--- config.mk ---
export PLATFORM = sky130hd
export DESIGN_NAME = axi_master_ctrl
export DESIGN_NICKNAME = d
export VERILOG_FILES = /design/src/rtl/axi_ctrl_pkg.sv /design/src/rtl/btn_sync_edge.sv /design/src/rtl/axi_master_ctrl.sv
export SDC_FILE = /design/constraint.sdc
export NUM_CORES = 1
export LEC_CHECK = 0
export ABC_AREA = 1
export BUFFER_PORTS_ARGS = -buffer_cell sky130_fd_sc_hd__buf_2
export CAP_MARGIN = 0
export CORE_ASPECT_RATIO = 1.5
export CORE_UTILIZATION = 52
export CTS_BUF_LIST = sky130_fd_sc_hd__clkbuf_4
export DETAILED_ROUTE_END_ITERATION = 10
export PLACE_DENSITY = 0.83
export REMOVE_ABC_BUFFERS = 1
export SLEW_MARGIN = 20
export SYNTH_ARGS = -nofsm -noshare
export SYNTH_HDL_FRONTEND = slang
export SYNTH_HIERARCHICAL = 1
export SYNTH_SLANG_ARGS = --single-unit
export TNS_END_PERCENT = 20
--- constraint.sdc ---
create_clock -name clk -period 1.75 [get_ports clk]
set_input_delay 0.175 -clock clk [delete_from_list [all_inputs] [get_ports clk]]
set_output_delay 0.175 -clock clk [all_outputs]
set_load 0.03 [all_outputs]
--- src/rtl/axi_ctrl_pkg.sv ---
// Shared definitions for the AXI-style master controller: FSM encoding and
// default widths/timeout.
package axi_ctrl_pkg;

    localparam int unsigned DEF_ADDR_W  = 4;
    localparam int unsigned DEF_DATA_W  = 4;
    localparam int unsigned DEF_TIMEOUT = 16;

    typedef enum logic [1:0] {
        IDLE,
        RD_ADDR,
        RD_DATA,
        WR
    } ctrl_state_t;

endpackage

--- src/rtl/btn_sync_edge.sv ---
// Two-flop synchronizer for an asynchronous button level followed by a
// rising-edge detector that emits a one-cycle command pulse.
module btn_sync_edge (
    input  logic clk,
    input  logic reset,
    input  logic btn,
    output logic rise
);

    logic       sync1, sync2, prev;
    logic [1:0] live;
    logic       armed;

    // armed only after the synchronizer holds real samples and has seen the
    // button low, so a level held through reset release is not an edge
    always_ff @(posedge clk or negedge reset) begin
        if (!reset) begin
            sync1 <= 1'b0;
            sync2 <= 1'b0;
            prev  <= 1'b0;
            live  <= '0;
            armed <= 1'b0;
        end else begin
            sync1 <= btn;
            sync2 <= sync1;
            prev  <= sync2;
            live  <= {live[0], 1'b1};
            if (live[1] && !sync2)
                armed <= 1'b1;
        end
    end

    assign rise = sync2 && !prev && armed;

endmodule

--- src/rtl/axi_master_ctrl.sv ---
// Button-driven single-beat read/write master with per-phase timeout,
// sticky error flag and one-cycle done pulse.
module axi_master_ctrl
    import axi_ctrl_pkg::*;
#(
    parameter int unsigned TIMEOUT = DEF_TIMEOUT,
    parameter int unsigned ADDR_W  = DEF_ADDR_W,
    parameter int unsigned DATA_W  = DEF_DATA_W
) (
    input  logic              clk,
    input  logic              reset,
    input  logic              btn_rd,
    input  logic              btn_wr,
    input  logic [ADDR_W-1:0] addr_in,
    input  logic [DATA_W-1:0] wdata_in,
    output logic              ms_arvalid,
    output logic [ADDR_W-1:0] ms_araddr,
    input  logic              sm_arready,
    input  logic              sm_rvalid,
    input  logic [DATA_W-1:0] sm_rdata,
    output logic              ms_rready,
    output logic              ms_awvalid,
    output logic [ADDR_W-1:0] ms_awaddr,
    input  logic              sm_awready,
    output logic              ms_wvalid,
    output logic [DATA_W-1:0] ms_wdata,
    input  logic              sm_wready,
    output logic [DATA_W-1:0] rd_data,
    output logic              busy,
    output logic              done,
    output logic              err
);

    localparam int unsigned      CNT_W    = $clog2(TIMEOUT + 1);
    localparam logic [CNT_W-1:0] CNT_LAST = CNT_W'(TIMEOUT - 1);

    ctrl_state_t       state, next_state;
    logic              rd_rise, wr_rise;
    logic              accept, complete, abort;
    logic              aw_hs, w_hs, aw_done, w_done;
    logic [CNT_W-1:0]  cnt;
    logic [ADDR_W-1:0] addr_q;
    logic [DATA_W-1:0] wdata_q;

    btn_sync_edge u_rd_sync (.clk(clk), .reset(reset), .btn(btn_rd), .rise(rd_rise));
    btn_sync_edge u_wr_sync (.clk(clk), .reset(reset), .btn(btn_wr), .rise(wr_rise));

    always_ff @(posedge clk or negedge reset) begin
        if (!reset)
            state <= IDLE;
        else
            state <= next_state;
    end

    always_comb begin
        next_state = state;
        accept     = 1'b0;
        complete   = 1'b0;
        abort      = 1'b0;
        busy       = (state != IDLE);
        ms_arvalid = (state == RD_ADDR);
        ms_rready  = (state == RD_DATA);
        ms_awvalid = (state == WR) && !aw_done;
        ms_wvalid  = (state == WR) && !w_done;
        aw_hs      = ms_awvalid && sm_awready;
        w_hs       = ms_wvalid && sm_wready;
        case (state)
            IDLE: begin
                // read wins a same-cycle tie; the write edge is simply dropped
                if (rd_rise) begin
                    next_state = RD_ADDR;
                    accept     = 1'b1;
                end else if (wr_rise) begin
                    next_state = WR;
                    accept     = 1'b1;
                end
            end
            RD_ADDR: begin
                if (sm_arready) begin
                    next_state = RD_DATA;
                end else if (cnt == CNT_LAST) begin
                    next_state = IDLE;
                    abort      = 1'b1;
                end
            end
            RD_DATA: begin
                if (sm_rvalid) begin
                    next_state = IDLE;
                    complete   = 1'b1;
                end else if (cnt == CNT_LAST) begin
                    next_state = IDLE;
                    abort      = 1'b1;
                end
            end
            WR: begin
                if ((aw_done || aw_hs) && (w_done || w_hs)) begin
                    next_state = IDLE;
                    complete   = 1'b1;
                end else if (cnt == CNT_LAST) begin
                    next_state = IDLE;
                    abort      = 1'b1;
                end
            end
            default: next_state = IDLE;
        endcase
    end

    always_ff @(posedge clk or negedge reset) begin
        if (!reset) begin
            addr_q  <= '0;
            wdata_q <= '0;
            rd_data <= '0;
            cnt     <= '0;
            aw_done <= 1'b0;
            w_done  <= 1'b0;
            done    <= 1'b0;
            err     <= 1'b0;
        end else begin
            done <= complete;
            if (accept) begin
                addr_q  <= addr_in;
                wdata_q <= wdata_in;
                err     <= 1'b0;
            end else if (abort) begin
                err <= 1'b1;
            end
            if (state == RD_DATA && complete)
                rd_data <= sm_rdata;
            if (next_state != state || state == IDLE)
                cnt <= '0;
            else
                cnt <= cnt + 1'b1;
            aw_done <= (next_state == WR) && (aw_done || aw_hs);
            w_done  <= (next_state == WR) && (w_done || w_hs);
        end
    end

    assign ms_araddr = addr_q;
    assign ms_awaddr = addr_q;
    assign ms_wdata  = wdata_q;

endmodule

Word level (Yosys, flattened, before mapping). Index checks and enable logic that the tools add are counted.

Flip-flop bits (word level): 35. Input port bits: 20. Output and inout bits: 23. Logic and storage cells: 73.

Add/subtract/negate cells: 1. Equal/unequal tests: 6. Muxes and demuxes: 21. Reductions and logical operators: 26.

Operator list (count): $logic_and A1 B1 Y1 (14); $mux W2 (6); $mux W1 (11); $pmux W2 S4 (1); $eq A2 B2 Y1 const B (3); $logic_not A1 Y1 (6); $add A5 B1 Y5 const B (1); $eq A5 B4 Y1 const B (1); $mux W5 (1); $reduce_bool A2 Y1 (2); $logic_or A1 B1 Y1 (3); $pmux W1 S3 (1); $eq A2 B1 Y1 const B (1); $logic_not A2 Y1 (1); $ne A2 B2 Y1 (1); $pmux W1 S2 (1).

Longest topological paths before layout. Gate-level depths: netlist of the first run.

Depth in word-level cells: 10. Gate-level depth with buffers: 10. Depth with buffers taken out: 10.

By module. The synthesis of the first run kept the hierarchy.

By module, submodules not included: axi_master_ctrl (instances 1, cells an instance 121, area each 1073.5 um^2, seq. area each 575.6 um^2); btn_sync_edge (instances 2, cells an instance 13, area each 178.9 um^2, seq. area each 150.1 um^2).

Least setup slack after synthesis of the first run. No wires, ideal clock.

Path kind: register to register. Start point: register cnt[0]. End point: register cnt[0]. Setup time: 0.072 ns. Data arrival time: 1.506 ns. Required time: 1.678 ns. Path slack: 0.172 ns. Cell stages (with the launch flop): 9. Path buffers: 0. Period minus slack after synthesis: 1.578 ns. Cell sequence: dfrtp_1 ha_1 and3_1 ha_1 nor3_1 nand2_1 nand3_1 nand2_1 nor2_1.

Cells in the longest elaborated chain, start to end: 7. Elaborated cells on any way between the ends: 10. Those cells by class: 1 x add/sub; 2 x eq/ne; 6 x mux; 1 x reduce/logical.

RTL lines: start, declared (RTL line axi_master_ctrl.sv:41) `logic [CNT_W-1:0] cnt;`; start signal, assigned (RTL line axi_master_ctrl.sv:132) `cnt <= cnt + 1'b1;`; $eq A5 B4 Y1 (RTL line axi_master_ctrl.sv:81, axi_master_ctrl.sv:90, axi_master_ctrl.sv:99); $mux W2 (RTL line axi_master_ctrl.sv:81, axi_master_ctrl.sv:90, axi_master_ctrl.sv:99); $mux W2, on equally long branches (RTL line axi_master_ctrl.sv:96, axi_master_ctrl.sv:79, axi_master_ctrl.sv:87); $pmux W2 S4 (RTL line axi_master_ctrl.sv:67) `case (state)`; $ne A2 B2 Y1 (RTL line axi_master_ctrl.sv:129) `if (next_state != state || state == IDLE)`; $logic_or A1 B1 Y1 (RTL line axi_master_ctrl.sv:129); $mux W5 * (RTL line axi_master_ctrl.sv:129).

Every way passes the cells marked *; elsewhere a longest branch is shown, timed or not. A chain may end at the register's enable or synchronous reset.

Final worst setup path of the first run. Ends and elaborated chain as after synthesis.

==> summary.md, run 1 <==
| Metric | Value |
|---|---|
| Flop pwr share | `35.6%` |
| Clock power share | `22.3%` |
| Worst Setup Path Type | `reg -> reg` |
| Global-route wire length before repair | `about 4400 um` |
| CP Buf/Inv Count | `0` |
| P_sw | `between 1 and 1.5 mW` |
| Synth Area in Adders | `about 1.7%` |
| Root buffer cell | `clkbuf_4` |
| Setup repair after global routing missed its margin | `yes` |
| DR vias | `1145` |
| Xor/xnor share of the synthesized area | `1.22%` |
| Grt ovf | `0` |
| Bufs on Longest Clock Path | `2` |
| Mux cell area share after synthesis | `3.15%` |
| Crit path DAT | `1.94 ns` |
| Top Layer Used | `met4` |
| Min-delay src | `addr_in[2]` |
| Largest net degree at the start of global routing | `36` |
| Vias/cell | `4.94` |
| Die Wd | `roughly 45 um` |
| Vias in the first global route | `1083` |
| Total wire length | `2620 um` |
| Initial Util | `56.5%` |
| Largest stage delay, worst path | `about 0.40 ns` |
| Drt wl/cell | `11.3 um` |
| DR pass1 iterations | `6` |
| Hold path depth | `3` |
| Die ar. | `2970 um2` |
| Hold Vio Cnt, Final | `0` |
| Combinational share of power | `42.1%` |
| Setup crit start kind | `flip-flop` |
| DRC viols | `0` |
| P_int | `1.85 mW` |
| Hold EP | `ms_araddr[2]$_DFFE_PN0P_` |
| Slowest stage cell, crit path | `dfrtp_1` |
| Leak | `0.992 nW` |
| RD Place Congestion | `0.893` |
| Met1 wire length | `1010 um` |
| Fin Hold WS | `0.0264 ns` |
| Antenna diodes | `0` |
| Worst path cell trace | `ha_1 > and3_1 > ha_2 > nor3_2 > nand2_2 > nand3_2 > nand2_4 > nor2_2` |
| Max-slew violations | `0` |
| Worst Tran Pin Value | `about 0.73 ns` |
| Distinct cells, synth | `23` |
| FP Rows | `22` |
| Layout fillers | `between 200 and 250` |
| Flops & latches, synth | `35` |
| Mapped cell area | `1430 um2` |
| Post-synthesis average cell area | `slightly below 10 um2` |
| Worst EP required | `2.02 ns` |
| CP Capture Type | `flip-flop` |
| Met3 WL post-DR | `~170 um` |
| Fmax | `0.600 GHz` |
| Die H | `66.3 um` |
| Maximum vdd drop | `approximately 1.2 mV` |
| Reg2Reg Depth | `8` |
| CTS sink count | `35` |
| Num CTS Buffers | `5` |
| Sw frac | `42.4%` |
| Max-capacitance violation count | `0` |
| Delay-heaviest family, CP | `simple AND/OR/NAND/NOR gates` |
| Final period util | `95.2%` |
| Compound-Gate Fraction of Synth Area | `under 10%` |
| Worst r2r dst | `cnt[0]$_DFF_PN0_` |
| Status | `finished clean` |
| PwrDens | `roughly 1800 nW/um2` |
| Synthesis-to-layout area growth | `27.7%` |
| FF-to-FF Start | `cnt[0]$_DFF_PN0_` |
| Final Skew | `0.00768 ns` |
| Simple-gate area share of the yosys netlist | `around 23%` |
| CP max FO | `5` |
| Port Buffer Count | `42` |
| Commonest non-fill, non-tap cell in the layout | `buf_2` |
| Commonest cells after routing, fill and taps aside | `42 x buf_2, 40 x nand2_1, 35 x dfrtp_1, 15 x inv_1, 11 x nor2_1` |
| Final setup violation count | `0` |
| Io pins | `43` |
| Drt first-iter violations | `27` |
| Final ANT Viol Nets | `0` |
| CTS tree | `done` |
| Largest family of logic cells by synthesized area | `simple AND/OR/NAND/NOR gates` |
| Synth warn | `6` |
| Initial antenna violation count | `0` |
| Layout cells sized above 1 | `between 30% and 40%` |
| Met2 WL | `1370 um` |
| Total GRT Usage | `21.2%` |
| Fin crit period | `about 1.7 ns` |
| Register area share after synthesis | `around three fifths` |
| Reg clk slew, reported paths | `0.11 ns` |
| Relative slew slack | `51.4%` |
| Setup TNS | `0 ns` |
| Post-DP HPWL | `1920 um` |
| Clk_lat worst skew | `0.34 ns` |
| Flop2flop setup slack | `0.08 ns` |
| Hold Crit Class | `in -> reg` |
| Synth Instances | `147` |
| H-tree depth | `2` |
| Placeable core region | `2530 um2` |
| Fin nets | `between 200 and 250` |
==> power groups by stage <==
stage	combinational [mW]	sequential [mW]	clock [mW]
after global placement	1.25	1.15	0
after floorplan	0.531	1.52	0
after detailed placement	1.29	1.16	0
final	1.36	1.14	0.717
after global routing	1.47	1.17	0.769
after CTS	1.32	1.15	0.735
==> cell type report <==
cell class                      count  area [um2]  area share (%)
Multi-Input combinational cell     89         487            26.6
Tap cell                           36        45.0            2.46
Clock inverter                      3        67.6            3.70
Sequential cell                    35         876            47.9
Timing Repair Buffer               46         248            13.6
Clock buffer                        5        37.5            2.05
Inverter                           18        67.6            3.70
==> worst min-delay path: stages <==
cell and delay (ns):
buf_2 0.07, nand2_1 0.04, nand2_1 0.05
==> cell usage after synthesis <==
cell | count | area share, %
xor2_1 | 1 | 0.61
nor2_2 | 3 | 1.3
nor2_1 | 13 | 3.4
inv_1 | 16 | 4.2
ha_1 | 2 | 1.7
o21ai_1 | 1 | 0.35
conb_1 | 2 | 0.52
dfrtp_1 | 35 | 61
nor3_1 | 1 | 0.35
inv_2 | 2 | 0.52
o21ai_0 | 3 | 1.0
nor2_4 | 1 | 0.79
nand3_1 | 8 | 2.8
nand2_1 | 42 | 11
nand2_2 | 1 | 0.44
mux2_2 | 4 | 3.1
nand3b_1 | 1 | 0.52
nand4_1 | 1 | 0.44
xnor2_1 | 1 | 0.61
and3_1 | 1 | 0.44
a21boi_0 | 1 | 0.52
buf_4 | 5 | 2.6
nand3_2 | 2 | 1.4
==> worst max path at each step <==
| stage | endpoint | from | cells after the start |
|---|---|---|---|
| global route | w_done$_DFF_PN0_ | cnt[0]$_DFF_PN0_ | 10 |
| finish | cnt[0]$_DFF_PN0_ | cnt[0]$_DFF_PN0_ | 8 |
| detailed placement | cnt[2]$_DFF_PN0_ | cnt[0]$_DFF_PN0_ | 8 |
| floorplan | cnt[0]$_DFF_PN0_ | cnt[0]$_DFF_PN0_ | 8 |
| global placement | w_done$_DFF_PN0_ | u_rd_sync/sync2$_DFF_PN0_ | 6 |
| CTS | cnt[0]$_DFF_PN0_ | cnt[0]$_DFF_PN0_ | 8 |
==> sequential cells by signal, indices dropped and copies added (netlist names), 2 cells and up <==
signal / flops
cnt: 5
ms_araddr: 4
ms_wdata: 4
rd_data: 4
state: 2
u_rd_sync/live: 2
u_wr_sync/live: 2
==> metal layers <==
layer	track usage, %	vias up
li1	-	544
met1	20.6	544
met2	39.2	48
met3	6.01	9
met4	10.2	0
met5	0	-
==> kinds of logic after synthesis <==
family / count (synthesis)
compound gates: 5
xor+xnor: 2
fa+ha+maj: 2
buf+inv: 23
flops: 35
mux: 4
other cells: 2
simple gates: 74
==> what timing repair did <==
item,4_1_cts,5_1_grt
hold buffers,3,0
setup endpoints to repair,5,16
cloned,0,0
buffers inserted,1,0
pin swaps,2,0
endpoints found under the hold margin,37,0
gates resized for setup,3,8
==> through the flow <==
step / std cells / power [mW] / utilization, % / area, um2 / setup WS, ns
after floorplan: 142 / 2.06 / - / 1390 / 0.172
after global placement: 220 / 2.40 / 65.1 / 1650 / 0.112
after detailed placement: 220 / 2.45 / 65.1 / 1650 / -0.0140
after CTS: 232 / 3.20 / 71.0 / 1800 / 0.00396
after global routing: 232 / 3.41 / 72.2 / 1830 / 0.0226
final: 232 / 3.22 / 72.2 / 1830 / 0.0847
Note: power is estimated with default switching activity, not from simulation.
==> inputs of run 2 (changes only) <==
CORE_UTILIZATION = 35   (was 52)
PLACE_DENSITY = default   (was 0.83)
clock period = 1.6 ns   (was 1.75 ns; I/O delays follow)
==> summary.md, run 2 (synthesized netlist as in run 1, its figures left out) <==
| Metric | Value |
|---|---|
| Final setup violation count | `0 (unchanged)` |
| Post-place setup slack | `-0.0803 ns (-0.0663 ns)` |
| Status | `finished clean` |
| Drt wl/cell | `10.9 um (-3.5%)` |
| Commonest cells after routing, fill and taps aside | `41 x nand2_1, 41 x buf_2, 35 x dfrtp_1, 15 x inv_1, 13 x nor2_1` |
| Maximum vdd drop | `0.910 mV (-21%)` |
| Vias in the first global route | `1041 (-3.9%)` |
| Vias/cell | `4.53 (-8.3%)` |
| Io pins | `43 (unchanged)` |
| DP Area | `1740 um2 (+5.2%)` |
| Num CTS Buffers | `5 (unchanged)` |
| Relative slew slack | `64.0% (+13 points)` |
| Max-slew violations | `0 (unchanged)` |
| Setup crit start kind | `flip-flop` |
| Reg clk slew, reported paths | `0.10 ns (about the same)` |
| Final ANT Viol Nets | `0 (unchanged)` |
| Flop2flop setup slack | `0.05 ns (-0.03 ns)` |
| Largest net degree at the start of global routing | `36 (unchanged)` |
| Max reg flops | `5 (unchanged)` |
| DR pass1 iterations | `3 (-3)` |
| Bufs on Longest Clock Path | `2 (unchanged)` |
| Worst EP required | `1.87 ns (-0.15 ns)` |
| CP endpoint | `cnt[1]$_DFF_PN0_` |
| H-tree depth | `2 (unchanged)` |
| Setup repair after global routing missed its margin | `yes` |
| Final Skew | `0.00690 ns (-0.000783 ns)` |
| Crit path DAT | `1.81 ns (-0.13 ns)` |
| CP max FO | `5 (unchanged)` |
| Die ar. | `4350 um2 (+47%)` |
| Worst Tran Pin Value | `0.540 ns (-0.189 ns)` |
| Die H | `80.3 um (+21%)` |
| Total power | `3.20 mW (-0.53%)` |
| PwrDens | `1710 nW/um2 (-2.6%)` |
| FP Rows | `28 (+27%)` |
| Max-capacitance violation count | `0 (unchanged)` |
| Initial Util | `36.5% (-20 points)` |
| Root buffer cell | `clkbuf_4` |
| Drt first-iter violations | `13 (-52%)` |
| Antenna diodes | `0 (unchanged)` |
| Clk_lat worst skew | `0.33 ns (about the same)` |
| Hold Crit Class | `in -> reg` |
| CP startpoint | `cnt[1]$_DFF_PN0_` |
| Worst Setup Path Type | `reg -> reg` |
| Fmax | `0.646 GHz (+7.6%)` |
| DR vias | `1136 (-0.79%)` |
| Layout cells sized above 1 | `38.8% (+1.1 points)` |
| Grt ovf | `0 (unchanged)` |
| Leak | `1.01 nW (+2.0%)` |
| Global-route wire length before repair | `4500 um (+2.8%)` |
| Hold Vio Cnt, Final | `0 (unchanged)` |
| Initial antenna violation count | `0 (unchanged)` |
| Worst r2r dst | `cnt[1]$_DFF_PN0_` |
| Total wire length | `2740 um (+4.4%)` |
| Largest Register | `cnt` |
| CTS tree | `done` |
| Fin area | `1870 um2 (+2.1%)` |
| Reg2Reg Depth | `8 (unchanged)` |
| FF-to-FF Start | `cnt[1]$_DFF_PN0_` |
| Synthesis-to-layout area growth | `30.4%` |
| Fin nets | `227 (+4.6%)` |
| CP Capture Type | `flip-flop` |
| RD Place Congestion | `0.716 (-20%)` |
| Placeable core region | `3920 um2 (+55%)` |
| DRC viols | `0 (unchanged)` |
| Setup ws final | `0.0523 ns (-0.0324 ns)` |
| Fin crit period | `1.55 ns (-0.118 ns)` |
| Port Buffer Count | `42 (unchanged)` |
| Die Wd | `54.2 um (+21%)` |
| Post-DP HPWL | `1970 um (+2.6%)` |
| Total GRT Usage | `14.7% (-6.5 points)` |
| Final period util | `96.7% (+1.6 points)` |
| CTS sink count | `35 (unchanged)` |
-- run 2: metal layers --
metal	wire length, um	up-vias	GRT usage, %
met3	142	6	4.73
met4	52	0	7.69
li1	-	562	-
met1	1130	538	16.1
met5	0	-	0
met2	1420	30	24.3
-- run 2: worst min-delay path by stage --
stage	slack, ns	from	depth (start not counted)	to
after floorplan	-0.14	reset	0	aw_done$_DFF_PN0_
after global placement	0.22	reset	2	u_rd_sync/sync1$_DFF_PN0_
after detailed placement	0.22	reset	2	u_rd_sync/sync1$_DFF_PN0_
after CTS	0.003	wdata_in[3]	3	ms_wdata[3]$_DFFE_PN0P_
after global routing	0.004	wdata_in[1]	3	ms_wdata[1]$_DFFE_PN0P_
final	0.02	wdata_in[3]	3	ms_wdata[3]$_DFFE_PN0P_
-- run 2: area by class of cell --
type,count,area (um2)
Clock buffer,6,45.0
Clock inverter,2,7.51
Tap cell,45,56.3
Inverter,18,70.1
Multi-Input combinational cell,89,487
Sequential cell,35,876
Fill cell,402,2060
Timing Repair Buffer,56,325
-- run 2: what timing repair did --
| action | 4_1_cts | 5_1_grt |
|---|---|---|
| resized for setup | 7 | 5 |
| hold buffers | 3 | 0 |
| buffers inserted | 0 | 1 |
| endpoints found under the hold margin | 37 | 0 |
| pin swaps | 4 | 10 |
| setup endpoints to repair | 15 | 8 |
| gates cloned | 0 | 0 |
-- run 2: worst max-delay path, stage by stage (launching register included) --
cell,delay (ns)
dfrtp_1,0.40
ha_2,0.19
and3_4,0.18
ha_4,0.17
nor3_2,0.14
nand2_1,0.11
nand3_1,0.10
nand2_2,0.09
nor2_1,0.10
-- run 2: through the flow --
stage / util [%] / TNS [ns] / cells / hold WS (ns)
2_1_floorplan: - / 0 / 142 / -0.136
6_report: 47.6 / 0 / 251 / 0.0194
3_5_place_dp: 44.2 / -0.771 / 239 / 0.220
4_1_cts: 46.9 / 0 / 250 / 0.00325
3_3_place_gp: 44.2 / -0.435 / 239 / 0.218
5_1_grt: 47.6 / -0.0359 / 251 / 0.00441
-- run 2: where the power goes --
part	switching [mW]	leakage (nW)	internal (mW)	total [mW]
logic	1.03	0.554	0.477	1.51
clock network	0.276	0.0307	0.180	0.456
registers	0.140	0.428	1.10	1.24
total	1.45	1.01	1.75	3.20
==> inputs of run 3 (changes only) <==
CORE_UTILIZATION = 25   (was 35)
==> summary.md, run 3 (synthesized netlist as in run 1, its figures left out) <==
| Metric | Value |
|---|---|
| Hold Crit Class | `in -> reg` |
| Non-Filler Instances | `278 (+11%)` |
| Drt first-iter violations | `31 (+18)` |
| Placed Instances | `264 (+10%)` |
| Die H | `94.7 um (+18%)` |
| CP startpoint | `cnt[1]$_DFF_PN0_` |
| Largest Register | `cnt` |
| Final Skew | `0.00504 ns (-0.00185 ns)` |
| Final period util | `98.2% (+1.5 points)` |
| Synthesis-to-layout area growth | `35.7%` |
| Final setup violation count | `0 (unchanged)` |
| DR vias | `1124 (-1.1%)` |
| DR pass1 iterations | `6 (+3)` |
| Vias in the first global route | `1132 (+8.7%)` |
| Min-delay src | `wdata_in[3]` |
| Maximum vdd drop | `0.685 mV (-25%)` |
| Total power | `3.27 mW (+2.2%)` |
| Initial antenna violation count | `0 (unchanged)` |
| PwrDens | `1680 nW/um2 (-1.7%)` |
| Bufs on Longest Clock Path | `2 (unchanged)` |
| Total wire length | `2710 um (-1.2%)` |
| Layout cells sized above 1 | `40.4% (+1.5 points)` |
| Fin Hold WS | `0.0227 ns (+0.00336 ns)` |
| Largest net degree at the start of global routing | `36 (unchanged)` |
| Die ar. | `6040 um2 (+39%)` |
| Worst Setup Path Type | `reg -> reg` |
| Grt ovf | `0 (unchanged)` |
| Fin crit period | `1.57 ns (+0.0242 ns)` |
| Fin nets | `229 (+0.88%)` |
| Commonest cells after routing, fill and taps aside | `42 x buf_2, 40 x nand2_1, 35 x dfrtp_1, 15 x inv_1, 11 x nor2_1` |
| Setup crit start kind | `flip-flop` |
| Commonest non-fill, non-tap cell in the layout | `buf_2` |
| Crit path DAT | `1.84 ns (+0.03 ns)` |
| Post-DP HPWL | `1990 um (+0.92%)` |
| RD Place Congestion | `0.744 (+4.0%)` |
| Fmax | `0.636 GHz (-1.5%)` |
| Final ANT Viol Nets | `0 (unchanged)` |
| H-tree depth | `2 (unchanged)` |
| Vias/cell | `4.04 (-11%)` |
| CP max FO | `3 (-2)` |
| FF-to-FF Start | `cnt[1]$_DFF_PN0_` |
| Hold Vio Cnt, Final | `0 (unchanged)` |
| Leak | `1.02 nW (+1.0%)` |
| Status | `finished clean` |
| Setup repair after global routing missed its margin | `yes` |
| CTS sink count | `35 (unchanged)` |
| Drt wl/cell | `9.73 um (-11%)` |
| Max reg flops | `5 (unchanged)` |
| Flop2flop setup slack | `0.03 ns (-0.02 ns)` |
| CTS tree | `done` |
| Worst EP required | `1.87 ns (about the same)` |
| CP Capture Type | `flip-flop` |
| Worst r2r dst | `w_done$_DFF_PN0_` |
| Reg2Reg Depth | `10 (+2)` |
| Global-route wire length before repair | `4910 um (+9.0%)` |
| Hold EP | `ms_wdata[3]$_DFFE_PN0P_` |
| Multi-input logic area | `505 um2 (+3.9%)` |
| Layout fillers | `573 (+43%)` |
| Port Buffer Count | `42 (unchanged)` |
| Antenna diodes | `0 (unchanged)` |
| Clk_lat worst skew | `0.33 ns (about the same)` |
| Io pins | `43 (unchanged)` |
| Die Wd | `63.8 um (+18%)` |
| DRC viols | `0 (unchanged)` |
| FP Rows | `33 (+18%)` |
| Max-capacitance violation count | `0 (unchanged)` |
| Num CTS Buffers | `5 (unchanged)` |
| Root buffer cell | `clkbuf_4` |
| Initial Util | `26.1% (-10 points)` |
| Seq. cell area | `876 um2 (unchanged)` |
| Placeable core region | `5490 um2 (+40%)` |
| Setup Buffers After CTS | `0 (unchanged)` |
| Max-slew violations | `0 (unchanged)` |
| Reg clk slew, reported paths | `0.10 ns (about the same)` |
| Hold path depth | `3 (unchanged)` |
| Total GRT Usage | `10.8% (-3.9 points)` |
-- run 3: cell types whose count changed in the layout (fill, tap and decap cells not counted), moves of 2 or more --
cell,before,now
dlygate4sd3_1,3,6
nor2_1,13,11
clkinv_1,2,0
buf_4,12,10
-- run 3: power breakdown --
part / internal (mW) / switching (mW)
Clock: 0.186 / 0.290
Combinational: 0.504 / 1.07
Sequential: 1.10 / 0.125
Total: 1.79 / 1.48
-- run 3: worst max-delay path: stages (launching register included) --
cell and delay, ns:
dfrtp_1 0.40, ha_2 0.19, and3_4 0.18, ha_4 0.17
inv_4 0.06, nand3b_1 0.10, nand2_1 0.10, nor2_2 0.04
nand2_1 0.06, nand3_2 0.09, nor2_1 0.11
-- run 3: what timing repair did --
action	4_1_cts	5_1_grt
resized for setup	9	6
setup endpoints to repair	11	9
hold buffers	3	3
hold endpoints to repair	37	3
pin swaps	5	7
-- run 3: metal layers --
layer | global-route usage [%] | part of all wire [%] | vias up
met4 | 4.55 | 1.3 | 0
met5 | 0 | 0 | -
met3 | 3.62 | 5.7 | 7
met1 | 12.2 | 43 | 513
li1 | - | - | 564
met2 | 18.4 | 50 | 40
-- run 3: worst max path at each step --
stage                   endpoint  cells past startpoint
6_report        w_done$_DFF_PN0_                     10
5_1_grt         w_done$_DFF_PN0_                     10
4_1_cts        aw_done$_DFF_PN0_                     10
3_5_place_dp    cnt[2]$_DFF_PN0_                      8
3_3_place_gp    cnt[1]$_DFF_PN0_                      8
2_1_floorplan   cnt[0]$_DFF_PN0_                      8
-- run 3: layout make-up --
cell class,instances,share of cell area (%)
timing repair buffer,58,17.8
clock inverter,2,0.644
sequential,35,45.1
inverter,18,3.61
clock buffer,6,2.32
tap,70,4.51
multi-input combinational,89,26.0
-- run 3: metrics by stage --
stage               cell area, um2  worst slack [ns]  setup TNS [ns]  utilization [%]
floorplan                     1390            0.0222               0                -
global placement              1770           -0.0537          -0.322             32.2
CTS                           1890            0.0185               0             34.4
detailed placement            1770           -0.0807          -0.474             32.2
global route                  1940           -0.0725          -0.145             35.4
finish                        1940            0.0280               0             35.4
